## src/rtl/perf_event_stage.sv

```systemverilog
// ---------------------------------------------------------------------------
// perf_event_stage
//
// Event pre-processing stage that sits directly in front of the performance
// counter file. Every raw microarchitectural event is registered once, so
// inc_o follows an event by exactly one cycle. Commit-port events are counted
// across all commit ports, which keeps multi-commit cycles from being lost.
// While the counter file is writing a counter (hold_i[e]), that event's
// increments are collected in a small pending accumulator and released in
// one lump when the hold drops.
//
// Ports
//   clk_i              clock
//   rst_ni             asynchronous active-low reset
//   clr_i              synchronous clear of raw, pending and lost state
//   debug_mode_i       suppresses event capture while the core is in debug
//   inhibit_i          per-event capture inhibit
//   hold_i             per-event defer request from the counter file
//   commit_instr_i     committing instructions, NrCommitPorts packed slots;
//                      slot layout (LSB first):
//                        [4:0]                         rd
//                        [9:5]                         rs1
//                        [10 +: OpWidth]               op
//                        [10+OpWidth +: FuWidth]       fu
//   commit_ack_i       commit acknowledge per port
//   l1_icache_miss_i   miss pulses
//   l1_dcache_miss_i
//   itlb_miss_i
//   dtlb_miss_i
//   sb_full_i          stall-cycle indicators
//   if_empty_i
//   ex_i               exception valid
//   eret_i             exception return
//   resolved_branch_i  {valid, is_mispredict}
//   inc_o              per-event increment, slot e at [e*AccWidth +: AccWidth]
//   lost_o             sticky: increments dropped by accumulator saturation
//
// Event index map
//   0 icache miss   1 dcache miss   2 itlb miss   3 dtlb miss
//   4 load          5 store         6 branch/jump 7 call      8 return
//   9 exception     10 eret         11 mispredict 12 sb full  13 if empty
// ---------------------------------------------------------------------------
module perf_event_stage #(
    parameter int NrEvents      = 14,
    parameter int AccWidth      = 4,
    parameter int NrCommitPorts = 2,
    parameter int FuWidth       = 4,
    parameter int OpWidth       = 8,
    parameter logic [FuWidth-1:0] FuLoad     = 4'd1,
    parameter logic [FuWidth-1:0] FuStore    = 4'd2,
    parameter logic [FuWidth-1:0] FuCtrlFlow = 4'd4,
    parameter logic [OpWidth-1:0] OpAdd      = 8'd0,
    parameter logic [OpWidth-1:0] OpJalr     = 8'd14
) (
    input  logic                                            clk_i,
    input  logic                                            rst_ni,
    input  logic                                            clr_i,
    input  logic                                            debug_mode_i,
    input  logic [NrEvents-1:0]                             inhibit_i,
    input  logic [NrEvents-1:0]                             hold_i,
    input  logic [NrCommitPorts*(FuWidth+OpWidth+10)-1:0]   commit_instr_i,
    input  logic [NrCommitPorts-1:0]                        commit_ack_i,
    input  logic                                            l1_icache_miss_i,
    input  logic                                            l1_dcache_miss_i,
    input  logic                                            itlb_miss_i,
    input  logic                                            dtlb_miss_i,
    input  logic                                            sb_full_i,
    input  logic                                            if_empty_i,
    input  logic                                            ex_i,
    input  logic                                            eret_i,
    input  logic [1:0]                                      resolved_branch_i,
    output logic [NrEvents*AccWidth-1:0]                    inc_o,
    output logic [NrEvents-1:0]                             lost_o
);

    localparam int CommitWidth = FuWidth + OpWidth + 10;
    localparam int RdLsb       = 0;
    localparam int Rs1Lsb      = 5;
    localparam int OpLsb       = 10;
    localparam int FuLsb       = 10 + OpWidth;

    localparam logic [AccWidth-1:0] AccOne = AccWidth'(1);
    localparam logic [AccWidth-1:0] AccMax = {AccWidth{1'b1}};

    localparam int EvIcache   = 0;
    localparam int EvDcache   = 1;
    localparam int EvItlb     = 2;
    localparam int EvDtlb     = 3;
    localparam int EvLoad     = 4;
    localparam int EvStore    = 5;
    localparam int EvBranch   = 6;
    localparam int EvCall     = 7;
    localparam int EvReturn   = 8;
    localparam int EvExcept   = 9;
    localparam int EvEret     = 10;
    localparam int EvMispred  = 11;
    localparam int EvSbFull   = 12;
    localparam int EvIfEmpty  = 13;

    // Widen a single-bit event to an increment amount.
    function automatic logic [AccWidth-1:0] ext(input logic b);
        return {{(AccWidth-1){1'b0}}, b};
    endfunction

    // -----------------------------------------------------------------------
    // Per-port decode of commit events
    // -----------------------------------------------------------------------
    logic [NrCommitPorts-1:0] is_load;
    logic [NrCommitPorts-1:0] is_store;
    logic [NrCommitPorts-1:0] is_branch;
    logic [NrCommitPorts-1:0] is_call;
    logic [NrCommitPorts-1:0] is_return;

    for (genvar g = 0; g < NrCommitPorts; g++) begin : g_port
        logic [CommitWidth-1:0] instr;
        logic [FuWidth-1:0]     fu;
        logic [OpWidth-1:0]     op;
        logic [4:0]             rs1;
        logic [4:0]             rd;
        logic                   rd_link;
        logic                   rs1_link;

        assign instr = commit_instr_i[g*CommitWidth +: CommitWidth];
        assign fu    = instr[FuLsb +: FuWidth];
        assign op    = instr[OpLsb +: OpWidth];
        assign rs1   = instr[Rs1Lsb +: 5];
        assign rd    = instr[RdLsb +: 5];

        // x1 (ra) and x5 (t0) are the link registers.
        assign rd_link  = (rd == 5'd1) || (rd == 5'd5);
        assign rs1_link = (rs1 == 5'd1) || (rs1 == 5'd5);

        assign is_load[g]   = (fu == FuLoad);
        assign is_store[g]  = (fu == FuStore);
        assign is_branch[g] = (fu == FuCtrlFlow);
        // A JAL is encoded as a control-flow op with ADD computing the link.
        assign is_call[g]   = (fu == FuCtrlFlow) && (op == OpAdd) && rd_link;
        assign is_return[g] = (op == OpJalr) && rs1_link && (rd == 5'd0);
    end

    // -----------------------------------------------------------------------
    // Commit event counts over all acknowledged ports
    // -----------------------------------------------------------------------
    logic [AccWidth-1:0] n_load;
    logic [AccWidth-1:0] n_store;
    logic [AccWidth-1:0] n_branch;
    logic [AccWidth-1:0] n_call;
    logic [AccWidth-1:0] n_return;

    always_comb begin
        n_load   = '0;
        n_store  = '0;
        n_branch = '0;
        n_call   = '0;
        n_return = '0;
        for (int i = 0; i < NrCommitPorts; i++) begin
            if (commit_ack_i[i]) begin
                if (is_load[i])   n_load   = n_load   + AccOne;
                if (is_store[i])  n_store  = n_store  + AccOne;
                if (is_branch[i]) n_branch = n_branch + AccOne;
                if (is_call[i])   n_call   = n_call   + AccOne;
                if (is_return[i]) n_return = n_return + AccOne;
            end
        end
    end

    // -----------------------------------------------------------------------
    // Stage 0: raw event amounts, gated by debug mode and inhibit
    // -----------------------------------------------------------------------
    logic [NrEvents-1:0][AccWidth-1:0] raw_d;

    always_comb begin
        raw_d            = '0;
        raw_d[EvIcache]  = ext(l1_icache_miss_i);
        raw_d[EvDcache]  = ext(l1_dcache_miss_i);
        raw_d[EvItlb]    = ext(itlb_miss_i);
        raw_d[EvDtlb]    = ext(dtlb_miss_i);
        raw_d[EvLoad]    = n_load;
        raw_d[EvStore]   = n_store;
        raw_d[EvBranch]  = n_branch;
        raw_d[EvCall]    = n_call;
        raw_d[EvReturn]  = n_return;
        raw_d[EvExcept]  = ext(ex_i);
        raw_d[EvEret]    = ext(eret_i);
        raw_d[EvMispred] = ext(resolved_branch_i[1] && resolved_branch_i[0]);
        raw_d[EvSbFull]  = ext(sb_full_i);
        raw_d[EvIfEmpty] = ext(if_empty_i);
        for (int e = 0; e < NrEvents; e++) begin
            if (debug_mode_i || inhibit_i[e]) begin
                raw_d[e] = '0;
            end
        end
    end

    // -----------------------------------------------------------------------
    // Stage 1: combine registered events with pending amounts
    // -----------------------------------------------------------------------
    logic [NrEvents-1:0][AccWidth-1:0] raw_q;
    logic [NrEvents-1:0][AccWidth-1:0] pend_q;
    logic [NrEvents-1:0][AccWidth-1:0] pend_d;
    logic [NrEvents-1:0][AccWidth-1:0] inc;
    logic [NrEvents-1:0][AccWidth:0]   sum;
    logic [NrEvents-1:0][AccWidth-1:0] sat;
    logic [NrEvents-1:0]               clip;
    logic [NrEvents-1:0]               lost_q;

    // The sum is one bit wider than the accumulator so that a clip can be
    // detected; the same saturated value is either emitted or parked,
    // which lets a hold release and a new event land in the same cycle.
    always_comb begin
        sum    = '0;
        sat    = '0;
        clip   = '0;
        inc    = '0;
        pend_d = '0;
        for (int e = 0; e < NrEvents; e++) begin
            sum[e]  = {1'b0, raw_q[e]} + {1'b0, pend_q[e]};
            clip[e] = sum[e] > {1'b0, AccMax};
            sat[e]  = clip[e] ? AccMax : sum[e][AccWidth-1:0];
            if (hold_i[e]) begin
                pend_d[e] = sat[e];
            end else begin
                inc[e] = sat[e];
            end
        end
    end

    always_ff @(posedge clk_i or negedge rst_ni) begin
        if (!rst_ni) begin
            raw_q  <= '0;
            pend_q <= '0;
            lost_q <= '0;
        end else if (clr_i) begin
            // Events presented during the clear cycle are discarded.
            raw_q  <= '0;
            pend_q <= '0;
            lost_q <= '0;
        end else begin
            raw_q  <= raw_d;
            pend_q <= pend_d;
            lost_q <= lost_q | clip;
        end
    end

    assign inc_o  = inc;
    assign lost_o = lost_q;

endmodule
```

## config.mk

```make
export PLATFORM = sky130hd
export DESIGN_NAME = perf_event_stage
export DESIGN_NICKNAME = d
export VERILOG_FILES = /design/src/rtl/perf_event_stage.sv
export SDC_FILE = /design/constraint.sdc
export NUM_CORES = 1
export LEC_CHECK = 0
export CELL_PAD_IN_SITES_DETAIL_PLACEMENT = 0
export CELL_PAD_IN_SITES_GLOBAL_PLACEMENT = 1
export CORE_MARGIN = 2
export CORE_UTILIZATION = 37
export CTS_BUF_LIST = sky130_fd_sc_hd__clkbuf_4 sky130_fd_sc_hd__clkbuf_8
export DETAILED_ROUTE_END_ITERATION = 12
export PLACE_DENSITY = 0.84
export SYNTH_ARGS = -nofsm -noshare
export SYNTH_HDL_FRONTEND = slang
export SYNTH_SLANG_ARGS = --single-unit
export TNS_END_PERCENT = 20
```

## constraint.sdc

```tcl
create_clock -name clk_i -period 4.74 [get_ports clk_i]
set_input_delay 1.422 -clock clk_i [delete_from_list [all_inputs] [get_ports clk_i]]
set_output_delay 1.422 -clock clk_i [all_outputs]
set_load 0.03 [all_outputs]
```

==> Word-level counts from Yosys, hierarchy flattened <==
Index checks and enable logic that the tools add are counted.
{ "totals": {"word_cells": 189, "input_bits": 88, "reg_bits": 126} }
{ "classes": {"add_sub_neg": 19, "muxes": 79, "magnitude_cmp": 14, "bitwise": 1, "reduce_logical": 31, "n_eq_ne": 16} }
{ "ops": {"columns": ["op", "count"], "rows": [
  ["2-to-1 mux 4 bit", 58],
  ["2-to-1 mux 56 bit", 2],
  ["adder 4 x 4 -> 5 bit", 14],
  ["greater-than comparator 5 x 4 -> 1 bit, second input constant", 14],
  ["adder 4 x 1 -> 4 bit, second input constant", 5],
  ["== test 5 x 1 -> 1 bit, second input constant", 4],
  ["== test 5 x 3 -> 1 bit, second input constant", 4],
  ["logical OR 1 bit", 18],
  ["2-to-1 mux 1 bit", 18],
  ["== test 8 x 4 -> 1 bit, second input constant", 2],
  ["logical NOT 8 bit", 2],
  ["2-to-1 mux 14 bit", 1],
  ["bitwise OR 14 bit", 1],
  ["logical NOT 5 bit", 2],
  ["logical AND 1 bit", 9],
  ["== test 4 x 1 -> 1 bit, second input constant", 2],
  ["== test 4 x 2 -> 1 bit, second input constant", 2],
  ["== test 4 x 3 -> 1 bit, second input constant", 2]
]} }

==> Logic depth before layout (Yosys ltp) <==
Gate-level depths: netlist (run 1).
{ "logic_depth": {"depth_word": 11, "ltp_mapped": 7} }

==> Worst setup path before layout (run 1) <==
Ideal clock, no wire load.
{ "synth_timing": {"kind": "input to output", "from": "input hold_i[2]", "to": "output inc_o[10]", "required_ns": 3.318, "cell_stages": 1, "path_buffers": 0, "setup_slack_ns": 1.200, "t_arrival_ns": 2.118, "cell_sequence": "nor3_1"} }
{ "synth_via": {"elab_chain_len": 1} }
{ "synth_rtl": {"columns": ["element", "line", "source"], "rows": [
  ["from (decl)", "60", "input logic [NrEvents-1:0] hold_i,"],
  ["2-to-1 mux 4 bit", "220", "if (hold_i[e]) begin"],
  ["to (decl)", "72", "output logic [NrEvents*AccWidth-1:0] inc_o,"]
]} }
No other way between the ends.

==> Worst setup path in the final report (run 1) <==
{ "layout_timing": {"from": "input hold_i[3]", "to": "output inc_o[14]"} }
Same word-level chain as after synthesis.

==> flow_metrics.tcl, run 1 <==
set metrics [dict create \
    post_cts_buffers 0 \
    cts_sinks 89 \
    crit_top_cell "clkdlybuf4s50_1" \
    switching_share_pct 21.80 \
    synth_cells 464 \
    drcViolationCount 0 \
    gr-usage-all-layers_pct 17.29 \
    fmax_ghz 0.2335 \
    fin_worst_skew_ns 0.009605 \
    yosysWarnings 0 \
    hold_class "reg2reg" \
    num_antenna_cells 0 \
    max_slew.worst_pin.slew_ns 0.8991 \
    clk_pin_slew_worst_paths_ns 0.08 \
    ir_drop_mv 0.1088 \
    port_buffers 155 \
    grt_pass1_wl_um 17970 \
    antenna_left 0 \
    clk_latency_ns 0.35 \
    dr.first_iter.drc_count 117 \
    hpwl_um 8377 \
    final_cell_mix "170 x nor2_1, 154 x clkdlybuf4s50_1, 89 x dfrtp_1" \
    r2r_slack_ns 3.18 \
    pwr-share-seq_pct 51.2 \
    grt_max_degree 74 \
    drive_gt1_share_pct 3.797 \
    grt_antenna_before_repair 0 \
    globalplace.congestion 0.8180 \
    io_pins 158 \
    die_w_um 114.2 \
    avgViaCountPerCell 4.926 \
    die_height_um 114.2 \
    path_class "in2out" \
    min_to "lost_o[2]" \
    min_path_cells 2 \
    vias 3837 \
    hp-start "lost_o[2]" \
    syn_area_um2 4489 \
    min_period_ns 4.282 \
    p_per_area_nw_per_um2 231.1 \
    yosys_register_bits 89 \
    path_delay_family "buffers and inverters" \
    drtPass1Iterations 4 \
    htreeDepth 3 \
    p_total_uw 1490 \
    relSlewSlack_pct 40.06 \
    switchingPower_uw 324.8 \
    crit_fanout 5 \
    cts_resized 0 \
    hold_ws_ns 0.5039 \
    drv_cap 0 \
    hold_buffers 0 \
    clockBufferDepth 2 \
    synth_fp_nets 590 \
    start_kind "input port" \
    cp.arrival_ns 2.86 \
    wire_per_inst_um 13.62 \
    cp.required_ns 3.32 \
    cp_num_buf_inv 2 \
    rsz0062_at_grt "no" \
    nets 753 \
    start_util_pct 37.69 \
    dieArea_um2 13030 \
    synth.distinct_cells 28 \
    core-area_um2 11910 \
    slowest_stage "clkdlybuf4s50_1" \
    end_kind "primary output" \
    yosysSeqAreaShare_pct 49.61 \
    r2r-start "pend_q[20]" \
    utilization_pct 54.13 \
    setup_tns_ns 0 \
    num_rows 40 \
    hold_viol 0 \
    clockPowerShare_pct 39.2 \
    cellLeakagePower_uw 0.002975 \
    finalCritPeriodShare_pct 90.34 \
    gr-total-overflow 0 \
    crit_chain "clkdlybuf4s50_1 > nor3_1 > clkdlybuf4s50_1" \
    reg2regPathDepth 5 \
    avgSynthCellArea_um2 9.675 \
    area_delta_synth_final_pct 43.62 \
    final_common_cell "nor2_1" \
    comb_power_share_pct 9.6 \
    wl_um 10610 \
    first_global_vias 4082 \
    status "completed" \
    setup_viol 0 \
    report.final.slew_viol_count 0 \
    cts_buffers 9 \
    p_int_uw 1165 \
    slowest_delay_ns 0.71 \
    r2r-end "pend_q[21]" \
    cts_tree "done" \
    cts_root_buf "clkbuf_8" \
]
## power groups by stage
stage / clock, uW / sequential (uW) / combinational [uW]
5_1_grt: 635 / 764 / 156
3_3_place_gp: 0 / 778 / 142
2_1_floorplan: 0 / 778 / 34.6
3_5_place_dp: 0 / 778 / 145
4_1_cts: 605 / 763 / 145
6_report: 585 / 763 / 142
## registers in the layout, indices dropped and copies added (netlist names)
| register | flops |
|---|---|
| pend_q | 56 |
| lost_o | 14 |
| raw_q | 19 |
## layer usage
metal / share of wire (%) / track usage, % / vias to the layer above / wire [um]
li1: - / - / 1908 / -
met1: 40 / 19.24 / 1802 / 4228
met2: 51 / 31.39 / 114 / 5387
met3: 7.8 / 4.764 / 13 / 830
met4: 1.5 / 6.585 / 0 / 163
met5: 0 / 0 / - / 0
## cell type report
cell class | count | area (um^2)
clock buffers | 11 | 151.4
clock inverters | 5 | 77.57
repair buffers | 157 | 1564
fillers | 1088 | 5464
multi-input cells | 368 | 2236
inverters | 2 | 7.507
flip-flops and latches | 89 | 2227
well taps | 147 | 183.9
## Yosys cell counts (all sizes together)
library cell  number  share of area [%]
nand3             11                1.2
nor4               7               0.98
nand2b            24                3.5
nor3b             13                2.2
clkbuf             5               0.42
fa                 5                2.2
o211a              2               0.45
nand3b             9                1.5
nor3              15                1.8
or2                1               0.14
nor2             170                 14
nor4b              8                2.2
nand4bb            5                1.3
dfrtp             89                 50
and3              14                2.0
a21oi              7               0.78
mux2i             12                2.7
and3b              1               0.20
o21ai             14                1.6
nand4b             1               0.20
nand2             11               0.92
inv                2               0.17
ha                33                9.2
nor2b              5               0.70
## worst min-delay path, delay by kind of cell, from the launching register on
family	cells	cell delay, ns
DFF	1	0.35
and+or+nand+nor	2	0.12
## cell families (layout without fill, tap and decap cells)
| group | Yosys count | count (layout) | share of synthesized area (%) |
|---|---|---|---|
| AOI/OAI and AO/OA | 23 | 23 | 2.787 |
| buffers and inverters | 7 | 175 | 0.5854 |
| and+or+nand+nor | 295 | 295 | 32.91 |
| adders and majority gates | 38 | 38 | 11.43 |
| DFF | 89 | 89 | 49.61 |
| muxes | 12 | 12 | 2.676 |
## metrics by stage
stage	worst slack, ns	instances	area [um^2]
2_1_floorplan	1.200	464	4489
3_3_place_gp	0.4780	763	6218
3_5_place_dp	0.4604	763	6218
4_1_cts	0.4625	779	6447
5_1_grt	0.3817	779	6447
6_report	0.4577	779	6447
## worst max-delay path by stage
stage               start   endpoint  slack, ns  depth (start not counted)
2_1_floorplan   hold_i[2]  inc_o[10]       1.20                          1
3_3_place_gp   hold_i[13]  inc_o[54]       0.48                          3
3_5_place_dp    hold_i[2]  inc_o[10]       0.46                          3
4_1_cts         hold_i[2]  inc_o[10]       0.46                          3
5_1_grt         hold_i[2]  inc_o[10]       0.38                          3
6_report        hold_i[3]  inc_o[14]       0.46                          3
(Power assumes the default switching activity.)
==> run 2, diff against run 1 <==
- CORE_UTILIZATION: 37 -> 50
- DONT_BUFFER_PORTS: not set -> 1
- PLACE_DENSITY: 0.84 -> 0.81
==> run 2 against run 1 <==
Final area down 25%. Non-clock buffer count shrank 155. Critical path depth decreased by 2. Combinational power is 74% lower. Clock skew grew 0.0045 ns. Clock power rose by 0.9%. Critical endpoint is now inc_o[54]. Largest power group unchanged. Highest routed layer unchanged.
==> flow_metrics.tcl, run 2 (same netlist as run 1, synthesis figures left out) <==
set metrics [dict create \
    design_area_um2 4848 \
    clockPowerShare_pct 42.4 \
    path_delay_family "simple AND/OR/NAND/NOR gates" \
    num_rows 34 \
    hold_viol 0 \
    wl_um 9010 \
    dp_cells 569 \
    clockBufferDepth 2 \
    switchingPower_uw 299.7 \
    drcViolationCount 0 \
    globalplace.congestion 0.7996 \
    cellLeakagePower_uw 0.002403 \
    final_common_cell "nor2_1" \
    cp.arrival_ns 2.15 \
    end_kind "primary output" \
    r2r_slack_ns 3.14 \
    clk_pin_slew_worst_paths_ns 0.08 \
    rsz0062_at_grt "no" \
    crit_end "inc_o[54]" \
    cts_root_buf "clkbuf_8" \
    fmax_ghz 0.2797 \
    first_global_vias 3346 \
    final_cells 585 \
    min_period_ns 3.575 \
    hold_buffers 0 \
    hold_class "reg2reg" \
    hpwl_um 6754 \
    start_kind "input port" \
    status "completed" \
    area_delta_synth_final_pct 7.999 \
    cts_tree "done" \
    p_int_uw 1090 \
    reg2regPathDepth 5 \
    htreeDepth 3 \
    path_class "in2out" \
    switching_share_pct 21.57 \
    dr.first_iter.drc_count 119 \
    report.final.slew_viol_count 0 \
    max_slew.worst_pin.slew_ns 0.9106 \
    port_buffers 0 \
    gr-usage-all-layers_pct 19.13 \
    gr-total-overflow 0 \
    grt_max_degree 90 \
    cp_num_buf_inv 0 \
    cts_sinks 89 \
    antenna_left 0 \
    io_pins 158 \
    p_per_area_nw_per_um2 286.6 \
    die_height_um 98.76 \
    setup_tns_ns 0 \
    fin_worst_skew_ns 0.01411 \
    relSlewSlack_pct 38.83 \
    drive_gt1_share_pct 4.822 \
    r2r-end "pend_q[32]" \
    final_cell_mix "170 x nor2_1, 89 x dfrtp_1, 33 x ha_1" \
    placed_area_um2 4621 \
    grt_antenna_before_repair 0 \
    finalCritPeriodShare_pct 75.41 \
    drv_cap 0 \
    crit_fanout 5 \
    cts_buffers 9 \
    post_cts_buffers 0 \
    die_w_um 98.76 \
    pwr-share-seq_pct 54.9 \
    r2r-start "raw_q[32]" \
    slowest_delay_ns 0.73 \
    worst-path-stages 1 \
    nets 598 \
    drtPass1Iterations 4 \
    start_util_pct 51.48 \
    ir_drop_mv 0.1482 \
    slowest_stage "nor3_1" \
    pre_cts_ws_ns 1.164 \
    cts_resized 0 \
    core-area_um2 8721 \
    clk_latency_ns 0.36 \
    avgViaCountPerCell 5.646 \
    num_antenna_cells 0 \
    dieArea_um2 9753 \
    crit_path_start "hold_i[13]" \
    setup_viol 0 \
    wire_per_inst_um 15.40 \
    largest_reg_flops 56 \
    vias 3303 \
    comb_power_share_pct 2.6 \
    cp.required_ns 3.32 \
    crit_chain "nor3_1" \
    grt_pass1_wl_um 14950 \
    top_register "pend_q" \
    timing.final.ws_setup_ns 1.165 \
]
==> run 2: cell count changes in the layout (fill, tap and decap cells not counted), sizes merged <==
cell	before	now
clkdlybuf4s50	154	0
buf	3	2
clkbuf	11	10
inv	2	3
==> run 2: power groups by stage <==
stage | sequential (uW) | clock (uW) | combinational (uW)
final | 763 | 590 | 36.7
after global routing | 764 | 637 | 40.8
after CTS | 763 | 607 | 37.2
after detailed placement | 779 | 0 | 37.1
after global placement | 778 | 0 | 36.4
after floorplan | 778 | 0 | 34.6
==> run 2: final cells by class <==
class | instances | area, um^2
Clock inverter | 6 | 90.09
Inverter | 2 | 7.507
Sequential cell | 89 | 2227
Timing Repair Buffer | 2 | 15.01
Multi-Input combinational cell | 368 | 2236
Clock buffer | 10 | 137.6
Fill cell | 778 | 3872
Tap cell | 108 | 135.1
==> run 2: how the worst min path moves through the flow <==
| stage | from | slack [ns] | cells after the start | end |
|---|---|---|---|---|
| after floorplan | pend_q[55] | 0.55 | 2 | pend_q[55] |
| after global placement | pend_q[12] | 0.58 | 3 | pend_q[12] |
| after detailed placement | pend_q[16] | 0.59 | 3 | pend_q[16] |
| after CTS | pend_q[16] | 0.61 | 3 | pend_q[16] |
| after global routing | pend_q[28] | 0.64 | 3 | pend_q[28] |
| final | pend_q[16] | 0.61 | 3 | pend_q[16] |
==> run 2: stage by stage <==
step | power [uW] | util (%) | hold slack, ns
final | 1390 | 55.60 | 0.6085
after global routing | 1441 | 55.60 | 0.6375
after CTS | 1407 | 55.60 | 0.6125
after detailed placement | 815.7 | 52.98 | 0.5923
after global placement | 814.9 | 52.98 | 0.5781
after floorplan | 812.9 | - | 0.5492
==> run 2: metal layers <==
layer	global-route usage [%]	routed length, um
met4	5.374	65
met2	33.63	4531
met5	0	0
met1	23.36	3751
met3	4.823	661
